[src/rtl/multicycle_core.sv]
// Multi-cycle FETCH/DECODE/EXEC core: 16-bit instructions over a req/valid fetch port,
// parametrised data/PC width and register count, with HALT and sticky illegal-opcode flag.
module multicycle_core #(
  parameter int DATA_W   = 8,
  parameter int PC_W     = 8,
  parameter int NUM_REGS = 4
) (
  input  logic              clk,
  input  logic              reset,
  output logic              imem_req,
  output logic [PC_W-1:0]   imem_addr,
  input  logic [15:0]       imem_data,
  input  logic              imem_valid,
  output logic              retire,
  output logic              wb_en,
  output logic [3:0]        wb_addr,
  output logic [DATA_W-1:0] wb_data,
  output logic              halted,
  output logic              illegal
);
  localparam int RIDX_W = (NUM_REGS > 1) ? $clog2(NUM_REGS) : 1;

  typedef enum logic [1:0] {S_FETCH, S_DECODE, S_EXEC, S_HALT} state_t;

  state_t             state_q, state_d;
  logic [PC_W-1:0]    pc_q, pc_d;
  logic [15:0]        ir_q, ir_d;
  logic [DATA_W-1:0]  regs_q [NUM_REGS];
  logic [DATA_W-1:0]  regs_d [NUM_REGS];
  logic [DATA_W-1:0]  rs1v_q, rs1v_d, rs2v_q, rs2v_d, rdv_q, rdv_d, imm_q, imm_d;
  logic [PC_W-1:0]    off_q, off_d;
  logic               illegal_q, illegal_d;

  logic [3:0]         op;
  logic [RIDX_W-1:0]  rd_idx, rs1_idx, rs2_idx;
  logic [DATA_W-1:0]  alu;
  logic               wr;
  logic [PC_W-1:0]    pc_nxt;
  logic               unused_ir;

  always_comb begin
    op        = ir_q[15:12];
    rd_idx    = ir_q[8 +: RIDX_W];
    rs1_idx   = ir_q[4 +: RIDX_W];
    rs2_idx   = ir_q[0 +: RIDX_W];
    unused_ir = ^ir_q;
  end

  always_ff @(posedge clk) begin
    if (reset) begin
      state_q   <= S_FETCH;
      pc_q      <= '0;
      ir_q      <= '0;
      regs_q    <= '{default: '0};
      rs1v_q    <= '0;
      rs2v_q    <= '0;
      rdv_q     <= '0;
      imm_q     <= '0;
      off_q     <= '0;
      illegal_q <= 1'b0;
    end else begin
      state_q   <= state_d;
      pc_q      <= pc_d;
      ir_q      <= ir_d;
      regs_q    <= regs_d;
      rs1v_q    <= rs1v_d;
      rs2v_q    <= rs2v_d;
      rdv_q     <= rdv_d;
      imm_q     <= imm_d;
      off_q     <= off_d;
      illegal_q <= illegal_d;
    end
  end

  // Execute-stage datapath: ALU result, write enable and successor pc
  always_comb begin
    alu    = '0;
    wr     = 1'b0;
    pc_nxt = pc_q + PC_W'(1);
    unique case (op)
      4'h1: begin alu = rs1v_q + rs2v_q; wr = 1'b1; end
      4'h2: begin alu = rs1v_q - rs2v_q; wr = 1'b1; end
      4'h3: begin alu = rs1v_q & rs2v_q; wr = 1'b1; end
      4'h4: begin alu = rs1v_q | rs2v_q; wr = 1'b1; end
      4'h5: begin alu = rs1v_q ^ rs2v_q; wr = 1'b1; end
      4'h6: begin alu = imm_q;           wr = 1'b1; end
      4'h7: begin alu = rdv_q + imm_q;   wr = 1'b1; end
      4'h8: if (rdv_q == '0) pc_nxt = pc_q + off_q;
      4'h9: pc_nxt = pc_q + off_q;
      4'hF: pc_nxt = pc_q;
      default: ;
    endcase
  end

  always_comb begin
    state_d   = state_q;
    pc_d      = pc_q;
    ir_d      = ir_q;
    regs_d    = regs_q;
    rs1v_d    = rs1v_q;
    rs2v_d    = rs2v_q;
    rdv_d     = rdv_q;
    imm_d     = imm_q;
    off_d     = off_q;
    illegal_d = illegal_q;
    unique case (state_q)
      S_FETCH: if (imem_valid) begin
        ir_d    = imem_data;
        state_d = S_DECODE;
      end
      S_DECODE: begin
        rs1v_d  = (rs1_idx == '0) ? '0 : regs_q[rs1_idx];
        rs2v_d  = (rs2_idx == '0) ? '0 : regs_q[rs2_idx];
        rdv_d   = (rd_idx  == '0) ? '0 : regs_q[rd_idx];
        imm_d   = DATA_W'($signed(ir_q[7:0]));
        off_d   = PC_W'($signed(ir_q[7:0]));
        state_d = S_EXEC;
      end
      S_EXEC: begin
        pc_d = pc_nxt;
        if (wr && rd_idx != '0) regs_d[rd_idx] = alu;
        if (op >= 4'hA && op <= 4'hE) illegal_d = 1'b1;
        state_d = (op == 4'hF) ? S_HALT : S_FETCH;
      end
      S_HALT: ;
      default: state_d = S_FETCH;
    endcase
  end

  always_comb begin
    imem_req  = (state_q == S_FETCH);
    imem_addr = pc_q;
    retire    = (state_q == S_EXEC);
    wb_en     = retire && wr;
    wb_addr   = wb_en ? 4'(rd_idx) : '0;
    wb_data   = wb_en ? alu : '0;
    halted    = (state_q == S_HALT);
    illegal   = illegal_q;
  end

endmodule

[config.mk]
export PLATFORM = sky130hd
export DESIGN_NAME = multicycle_core
export DESIGN_NICKNAME = d
export VERILOG_FILES = /design/src/rtl/multicycle_core.sv
export SDC_FILE = /design/constraint.sdc
export NUM_CORES = 1
export LEC_CHECK = 0
export BUFFER_PORTS_ARGS = -buffer_cell sky130_fd_sc_hd__buf_2
export CAP_MARGIN = 20
export CORE_ASPECT_RATIO = 1.5
export CORE_MARGIN = 2
export CORE_UTILIZATION = 65
export CTS_CLUSTER_SIZE = 20
export DETAILED_ROUTE_END_ITERATION = 10
export PLACE_DENSITY = 0.89
export SLEW_MARGIN = 25
export SYNTH_ARGS = -nofsm -noshare
export SYNTH_HDL_FRONTEND = slang
export SYNTH_SLANG_ARGS = --single-unit
[constraint.sdc]
create_clock -name clk -period 8.4 [get_ports clk]
set_clock_uncertainty 0.05 [all_clocks]
set_input_delay 0.84 -clock clk [delete_from_list [all_inputs] [get_ports clk]]
set_output_delay 0.84 -clock clk [all_outputs]
set_load 0.01 [all_outputs]
Word level (Yosys, flattened, before mapping)
Index checks and enable logic that the tools add are counted.
{"block": "word_totals", "ff_bits": 91, "input_bits": 19, "out_inout_bits": 25, "wordCells": 85}
{"block": "classes", "n_addsub": 5, "n_lt_le_gt_ge": 6, "eq_ne": 14, "n_mux": 24, "bitwise": 7, "reduce_logical": 17}
{"operator": "$mux W8", "n": 12}
{"operator": "$pmux W8 S7", "n": 1}
{"operator": "$bmux W8 S2", "n": 3}
{"operator": "$bwmux W32", "n": 1}
{"operator": "$add A8 B8 Y8", "n": 3}
{"operator": "$pmux W8 S3", "n": 1}
{"operator": "$demux W8 S2", "n": 1}
{"operator": "$eq A4 B3 Y1 const B", "n": 4}
{"operator": "$eq A4 B4 Y1 const B", "n": 3}
{"operator": "$reduce_and A2 Y1", "n": 5}
{"operator": "$ge A3 B3 Y1 const B", "n": 3}
{"operator": "$not A2 Y3", "n": 3}
{"operator": "$add A8 B1 Y8 const B", "n": 1}
{"operator": "$and A8 B8 Y8", "n": 1}
{"operator": "$eq A4 B2 Y1 const B", "n": 2}
{"operator": "$logic_not A2 Y1", "n": 4}
{"operator": "$logic_not A8 Y1", "n": 1}
{"operator": "$or A8 B8 Y8", "n": 1}
{"operator": "$sub A8 B8 Y8", "n": 1}
{"operator": "$xor A8 B8 Y8", "n": 1}
{"operator": "$reduce_or A7 Y1", "n": 1}
{"operator": "$mux W2", "n": 3}
{"operator": "$pmux W2 S3", "n": 1}
{"operator": "$eq A2 B2 Y1 const B", "n": 2}
{"operator": "other kinds (11)", "n": 14}

Depth between registers and ports, before layout
Gate-level depths: netlist of run 1.
{"block": "depth", "ltp_word": 6, "mapped_depth": 12, "mapped_depth_nobuf": 11}

Least setup slack after synthesis of run 1
Ideal clock, no wire load.
{"block": "synth_timing", "path_type": "reg-to-output", "start": "register ir_q[14]", "end": "output wb_data[5]", "arrival_ps": 2700, "t_required_ps": 7510, "setup_slack_ps": 4810, "path_stages_with_launch": 12, "n_path_buf": 1, "path_cell_list": "dfxtp_1 > buf_2 > nor4b_4 > mux2_2 > inv_1 > ha_1 > nor2b_1 > o31a_1 > o21ai_0 > o21ai_0 > a2111oi_2 > nor2_1"}
{"block": "synth_via", "elab_chain_len": 5, "elab_cells_between_ends": 12, "classes_between": "eq/ne (7); mux (3); reduce/logical (2)"}
{"item": "start, declared", "line_no": "27", "source": "logic [15:0] ir_q, ir_d;"}
{"item": "start signal, assigned", "line_no": "64", "source": "ir_q <= ir_d;"}
{"item": "$eq A4 B3 Y1 (tied with other cells)", "line_no": "80", "source": "unique case (op)"}
{"item": "$reduce_or A7 Y1 (no line)"}
{"item": "$mux W1", "line_no": "80"}
{"item": "$logic_and A1 B1 Y1", "line_no": "134", "source": "wb_en = retire && wr;"}
{"item": "$mux W8 (*)", "line_no": "136", "source": "wb_data = wb_en ? alu : '0;"}
{"item": "end, declared", "line_no": "17", "source": "output logic [DATA_W-1:0] wb_data,"}
Mark *: on every way between the ends. The rest lies on a longest branch, timed or not.

Worst setup path in the final report of run 1
{"block": "layout_timing", "start": "register ir_q[13]", "end": "output wb_data[7]"}
Same word-level chain as after synthesis.

==> summary.txt, run 1 <==
Status: completed
RePlAce Congestion: 0.905
Worst Setup Path Type: reg2out
Htree depth: 3
Vias: 5,064
Initial DRC count: 502
Reg2Reg Depth: 10
Period minus WS final: 5.05 ns
Initial Util: 0.664
Core footprint: 8310 µm²
Die Y: 117 µm
Synth cell count leaders: dfxtp_1 (81), nor2_1 (79), a211oi_1 (47), a21oi_1 (44), ha_1 (43)
Hold Crit Start: ir_q[3]
CP Capture Type: output port
Leak: 2.34 nW
CTS tree: done
DP Worst Slack: 3.81 ns
Hold EP: ir_q[3]
TritonRoute pass-1 iters: 7
RR Startpoint: ir_q[13]
Final worst slack: 3.35 ns
Max Clk Rate: 0.198 GHz
Die X: 79.2 µm
#FFs+latches synth: 81
Reg2Reg Setup Slack: 4.53 ns
Hold_buf cts: 0
I/O Buffers: 39
Critical Path Start Type: flip-flop
Clock Path Buffers: 2
Crit Path Max Fanout: 24
Slew headroom: 0.394
Area share of fa/ha/maj cells after synthesis: 0.108
Post-synth top flop: dfxtp_1
TritonCTS buffer count: 9
Synthesis-to-layout area growth: 8.62%
Post-synth EDFFs: 0
Sink Count: 81
Worst slew pin tran: 0.902 ns
Critical Path Start: ir_q[13]
Post-Synth Simple-Gate Area: 0.165
Final WL: 14,800 µm
CP max stage cell: dfxtp_1
Final hold viol count: 0
Largest family of logic cells by synthesized area: compound AO/OA/AOI/OAI gates
Synth area leader: dfxtp_1
Initial antenna violation count: 0
Setup Viol. Count Final: 0
Worst-path clk slew: 0.07 ns
Cells after synthesis: 649
Nets: 722
Syn_area_per_cell: 8.50 µm²
Seq/Total Area, Yosys: 0.294
Synth Area in Compound Gates: 0.246
Post-synth cell types: 69
IO Pins: 44
First-pass GRT wire length: 23,400 µm
Vias in the first global route: 4,732
VDD IR-drop max: 0.000192 V
Hold depth: 2
RR Endpoint: regs_q[5]
N_diodes: 0
Synthesized area: 5520 µm²
Post-CTS Resized: 0
Mux share of post-synthesis cell area: 0.0973
Required @ worst endpoint: 7.51 ns
Final ANT Viol Nets: 0
YS warnings: 0
Slowest stage delay, CP: 0.86 ns
Postcts setup bufs: 0
Drt drc: 0
Pwr/cell area: 213 nW/µm²
Share of cells above drive strength 1: 0.163
Synth area leaders: dfxtp_1 (29%), ha_1 (9.8%), a211oi_1 (6.4%)
Class of the tightest hold or removal check: reg2reg
Max Transition Viols Final: 0
Routed length per instance: 19.3 µm
Setup TNS: 0 ns
Crit path DAT: 4.16 ns
Gr ovfl total: 0
Clock root cell: clkbuf_16
Die ar.: 9260 µm²
Synth Area in XOR/XNOR: 0.0270
Crit path cell chain: nor4b_4 -> mux2_2 -> inv_1 -> ha_1 -> nor2b_1 -> o31ai_1 -> a31oi_1 -> nor3_1 -> o21ai_0 -> a21oi_1 -> buf_2
Worst skew pair latency: 0.35 ns
Max-Cap Viols: 0
Unrepaired setup endpoints after global routing: false
Final period util: 0.601
Async SR Flop Fraction: 0
Cell with the most instances after synthesis: dfxtp_1
Core Rows: 41
DPL Wire Length: 10,400 µm
Avg Vias per Cell: 6.59
Synth top area share: 0.294
Total GRT Usage: 0.327
Pin count of the biggest net entering global routing: 83
## worst max-delay path by stage
| stage | end | slack, ns |
|---|---|---|
| final | wb_data[7] | 3.35 |
| after global routing | wb_data[7] | 3.10 |
| after CTS | wb_data[7] | 3.40 |
| after detailed placement | wb_data[7] | 3.81 |
| after global placement | wb_data[7] | 3.84 |
| after floorplan | wb_data[5] | 4.81 |
## cell type report
| type | count | area [µm²] |
|---|---|---|
| Tap cell | 107 | 134 |
| Multi-Input combinational cell | 496 | 3570 |
| Inverter | 29 | 111 |
| Sequential cell | 81 | 1620 |
| Clock buffer | 9 | 225 |
| Clock inverter | 7 | 125 |
| Fill cell | 613 | 2320 |
| Timing Repair Buffer | 40 | 203 |
## state kept, by name, summed over array words and instances (netlist names)
| signal | count |
|---|---|
| regs_q | 24 |
| off_q | 8 |
| imem_addr | 8 |
| state_q | 2 |
| rs1v_q | 8 |
| illegal | 1 |
| rdv_q | 8 |
| ir_q | 14 |
| rs2v_q | 8 |
## kinds of logic (layout without fill, tap and decap cells)
logic type	Yosys count	count (layout)
AOI/OAI and AO/OA	197	197
and+or+nand+nor	185	185
DFF	81	81
buffers and inverters	73	85
muxes	49	49
adders and majority gates	46	46
xor gates and xnor gates	17	17
other	1	2
## layout by cell type (no fill, tap or decap), types with 3 or more instances in the layout
master and n:
a211oi_1 47, a211oi_2 5, a21o_1 4, a21oi_1 44
a22oi_1 30, a31o_2 4, a31oi_1 7, and3_1 3
buf_2 39, bufinv_16 3, clkbuf_16 9, dfxtp_1 81
fa_1 3, ha_1 42, inv_1 27, mux2_2 26
mux2i_1 21, nand2_1 41, nand3_1 4, nand3b_1 3
nor2_1 79, nor2_2 4, nor2b_1 11, nor3_1 11
nor3b_1 3, nor4_1 3, o211ai_1 3, o21a_1 5
o21ai_0 23, o21bai_1 3, o22ai_1 6, o31a_1 3
xnor2_1 12, xor2_1 5
## critical path: cells and delay by family (launching register included)
kind | cells | cell delay, ns
AO/OA/AOI/OAI | 4 | 1.10
adder cells (fa/ha/maj) | 1 | 0.21
buffers and inverters | 2 | 0.23
flip-flops | 1 | 0.86
multiplexers | 1 | 0.42
AND/OR/NAND/NOR | 3 | 0.98
## stage by stage
stage               utilization  cells  hold WS (ns)  cell area [µm²]  total power [mW]
finish                    0.721    769         0.405             5990              1.28
global route              0.721    769         0.433             5990              1.33
CTS                       0.720    769         0.405             5980              1.27
detailed placement        0.678    753         0.396             5630             0.802
global placement          0.678    753         0.396             5630             0.788
floorplan                     -    650         0.386             5520             0.720
## power breakdown
| part | switching, mW | internal, mW |
|---|---|---|
| combinational | 0.204 | 0.145 |
| sequential | 0.0511 | 0.410 |
| clock | 0.173 | 0.294 |
## metal layers
metal  vias up  wire, µm  global-route usage
li1       2372         -                   -
met1      2385      5680               0.374
met2       244      7340               0.554
met3        63       896              0.0598
met4         0       904               0.221
met5         -         0                   0
(Power assumes the default switching activity.)
==> run 2, diff against run 1 <==
Settings changed: CORE_UTILIZATION 65 to 55, PLACE_DENSITY 0.89 to 0.81.
Clock period 8.4 ns to 4.1 ns, I/O delays scaled along.
==> run 2 against run 1 <==
Against the previous run: the flow now finishes with violations (DRC); sequential power increased by 100%; flip-flop and latch count unchanged; worst setup slack got worse by 3.0 ns; combinational power grew 110%; utilization shrank 10 points; worst hold slack got worse by 0.16 ns; cell count is 2.0% higher; cell area grew 0.69%; largest cell class unchanged.
==> summary.txt, run 2 (synthesis gave the netlist of run 1 again) <==
Max-Cap Viols: 0 (unchanged)
Die Y: 127 µm (was 117 µm)
Clock root cell: clkbuf_16 (unchanged)
Initial Util: 0.566 (was 0.664)
Reg2Reg Setup Slack: 1.09 ns (was 4.53 ns)
CP Capture Type: output port (unchanged)
Drt drc: 2 (was 0)
TritonCTS buffer count: 9 (unchanged)
Core Rows: 44 (was 41)
Reg area: 1620 µm² (unchanged)
RR Endpoint: regs_q[15] (was regs_q[5])
Pin count of the biggest net entering global routing: 71 (was 83)
Core footprint: 9740 µm² (was 8310 µm²)
Violated checks: DRC
Multi-input gate area: 3570 µm² (unchanged)
Max reg flops: 24 (unchanged)
Worst skew pair latency: 0.35 ns (about the same)
Total Power Consumption: 2.54 mW (was 1.28 mW)
Final hold viol count: 0 (unchanged)
Leak: 2.37 nW (was 2.34 nW)
Initial antenna violation count: 0 (unchanged)
VDD IR-drop max: 0.000351 V (was 0.000192 V)
Crit Path Max Fanout: 5 (was 24)
Filler cells: 819 (was 613)
Synthesis-to-layout area growth: 9.37% (was 8.62%)
First-pass GRT wire length: 23,300 µm (was 23,400 µm)
Required @ worst endpoint: 3.64 ns (was 7.51 ns)
Total GRT Usage: 0.273 (was 0.327)
Period minus WS final: 3.78 ns
RR Startpoint: rs2v_q[0] (was ir_q[13])
Worst-path clk slew: 0.06 ns (was 0.07 ns)
Utilization after layout: 0.619 (was 0.721)
Reg2Reg Depth: 11 (was 10)
Htree depth: 3 (unchanged)
Sink Count: 81 (unchanged)
N_diodes: 0 (unchanged)
Initial DRC count: 393 (was 502)
Top Registers: regs_q x24, ir_q x14 (unchanged)
Share of cells above drive strength 1: 0.172 (was 0.163)
Most flops, register: regs_q (unchanged)
IO Pins: 44 (unchanged)
Worst Hold Slack: 0.248 ns (was 0.405 ns)
Crit path DAT: 3.32 ns (was 4.16 ns)
Vias in the first global route: 4,749 (was 4,732)
Placed inst area: 5690 µm² (was 5630 µm²)
Most frequent cells in the layout: dfxtp_1 (81), nor2_1 (79), a211oi_1 (47) (unchanged)
Die ar.: 10,900 µm² (was 9260 µm²)
Worst slew pin tran: 0.961 ns (was 0.902 ns)
Class of the tightest hold or removal check: in2reg (was reg2reg)
Setup TNS: 0 ns (unchanged)
Final WL: 14,500 µm (was 14,800 µm)
Hold depth: 3 (was 2)
Unrepaired setup endpoints after global routing: false (unchanged)
Critical Path Start: rs2v_q[0] (was ir_q[13])
Gr ovfl total: 0 (unchanged)
Pwr/cell area: 422 nW/µm² (was 213 nW/µm²)
Post-CTS Resized: 0 (unchanged)
Worst Setup Path Type: reg2out (unchanged)
Final ANT Viol Nets: 0 (unchanged)
Hold_buf cts: 0 (unchanged)
Clock Path Buffers: 2 (unchanged)
Setup Viol. Count Final: 0 (unchanged)
Routed length per instance: 18.5 µm (was 19.3 µm)
Design area: 6030 µm² (was 5990 µm²)
Final period util: 0.923
Most common cell after layout, fill and taps aside: dfxtp_1 (unchanged)
Vias: 4,995 (was 5,064)
Critical Path Start Type: flip-flop (unchanged)
TritonRoute pass-1 iters: 9 (was 7)
I/O Buffers: 39 (unchanged)
Postcts setup bufs: 0 (unchanged)
Die X: 85.8 µm (was 79.2 µm)
CP Capture Point: wb_data[7] (unchanged)
Max Clk Rate: 0.264 GHz
CTS tree: done (unchanged)
DPL Wire Length: 10,800 µm (was 10,400 µm)
RePlAce Congestion: 0.933 (was 0.905)
Nets: 729 (was 722)
Max Transition Viols Final: 0 (unchanged)
Slew headroom: 0.355 (was 0.394)
Status: finished, violations left (was completed)
Avg Vias per Cell: 6.37 (was 6.59)
run 2: cell types whose count changed in the layout (fill, tap and decap cells not counted):
cell        previous run  this run
buf_4                  1         8
bufinv_16              3         2
clkbuf_8               0         1
clkinv_2               0         1
clkinv_4               2         1
clkinvlp_4             0         1
inv_6                  2         1
run 2: per-stage QoR:
stage	instances	setup WS, ns
after detailed placement	768	0.797
final	784	0.316
after global routing	784	0.180
after CTS	784	0.402
after floorplan	650	0.940
after global placement	768	0.813
run 2: area by class of cell:
class | instances | share of cell area
inverter | 29 | 0.0185
tap | 115 | 0.0238
clock inverter | 6 | 0.0149
timing repair buffer | 47 | 0.0423
clock buffer | 10 | 0.0396
multi-input combinational | 496 | 0.592
sequential | 81 | 0.269
run 2: power by group:
group | total (mW) | leakage, nW | internal [mW] | switching, mW
registers | 0.927 | 0.659 | 0.841 | 0.0861
clock network | 0.878 | 0.159 | 0.552 | 0.327
logic | 0.738 | 1.55 | 0.306 | 0.432
total | 2.54 | 2.37 | 1.70 | 0.844
run 2: routing by layer:
| metal | GRT usage | vias to the layer above | share of wire |
|---|---|---|---|
| li1 | - | 2405 | - |
| met1 | 0.309 | 2361 | 0.39 |
| met2 | 0.473 | 179 | 0.50 |
| met3 | 0.0507 | 50 | 0.047 |
| met4 | 0.154 | 0 | 0.055 |
| met5 | 0 | - | 0 |
run 2: worst min-delay path by stage:
stage	start	endpoint	slack, ns
after floorplan	ir_q[2]	ir_q[2]	0.39
after global placement	ir_q[7]	ir_q[7]	0.40
after detailed placement	ir_q[7]	ir_q[7]	0.41
after CTS	imem_data[3]	ir_q[3]	0.25
after global routing	imem_data[7]	ir_q[7]	0.26
final	imem_data[8]	ir_q[8]	0.25
run 2: critical path: stages, from the launching register on:
cell     delay, ns
dfxtp_1       0.41
inv_1         0.09
ha_1          0.29
mux2_2        0.29
inv_1         0.06
ha_1          0.21
nor2b_1       0.18
o31ai_1       0.36
a31oi_1       0.23
o21a_1        0.22
o21ai_0       0.36
a21oi_1       0.13
buf_2         0.15
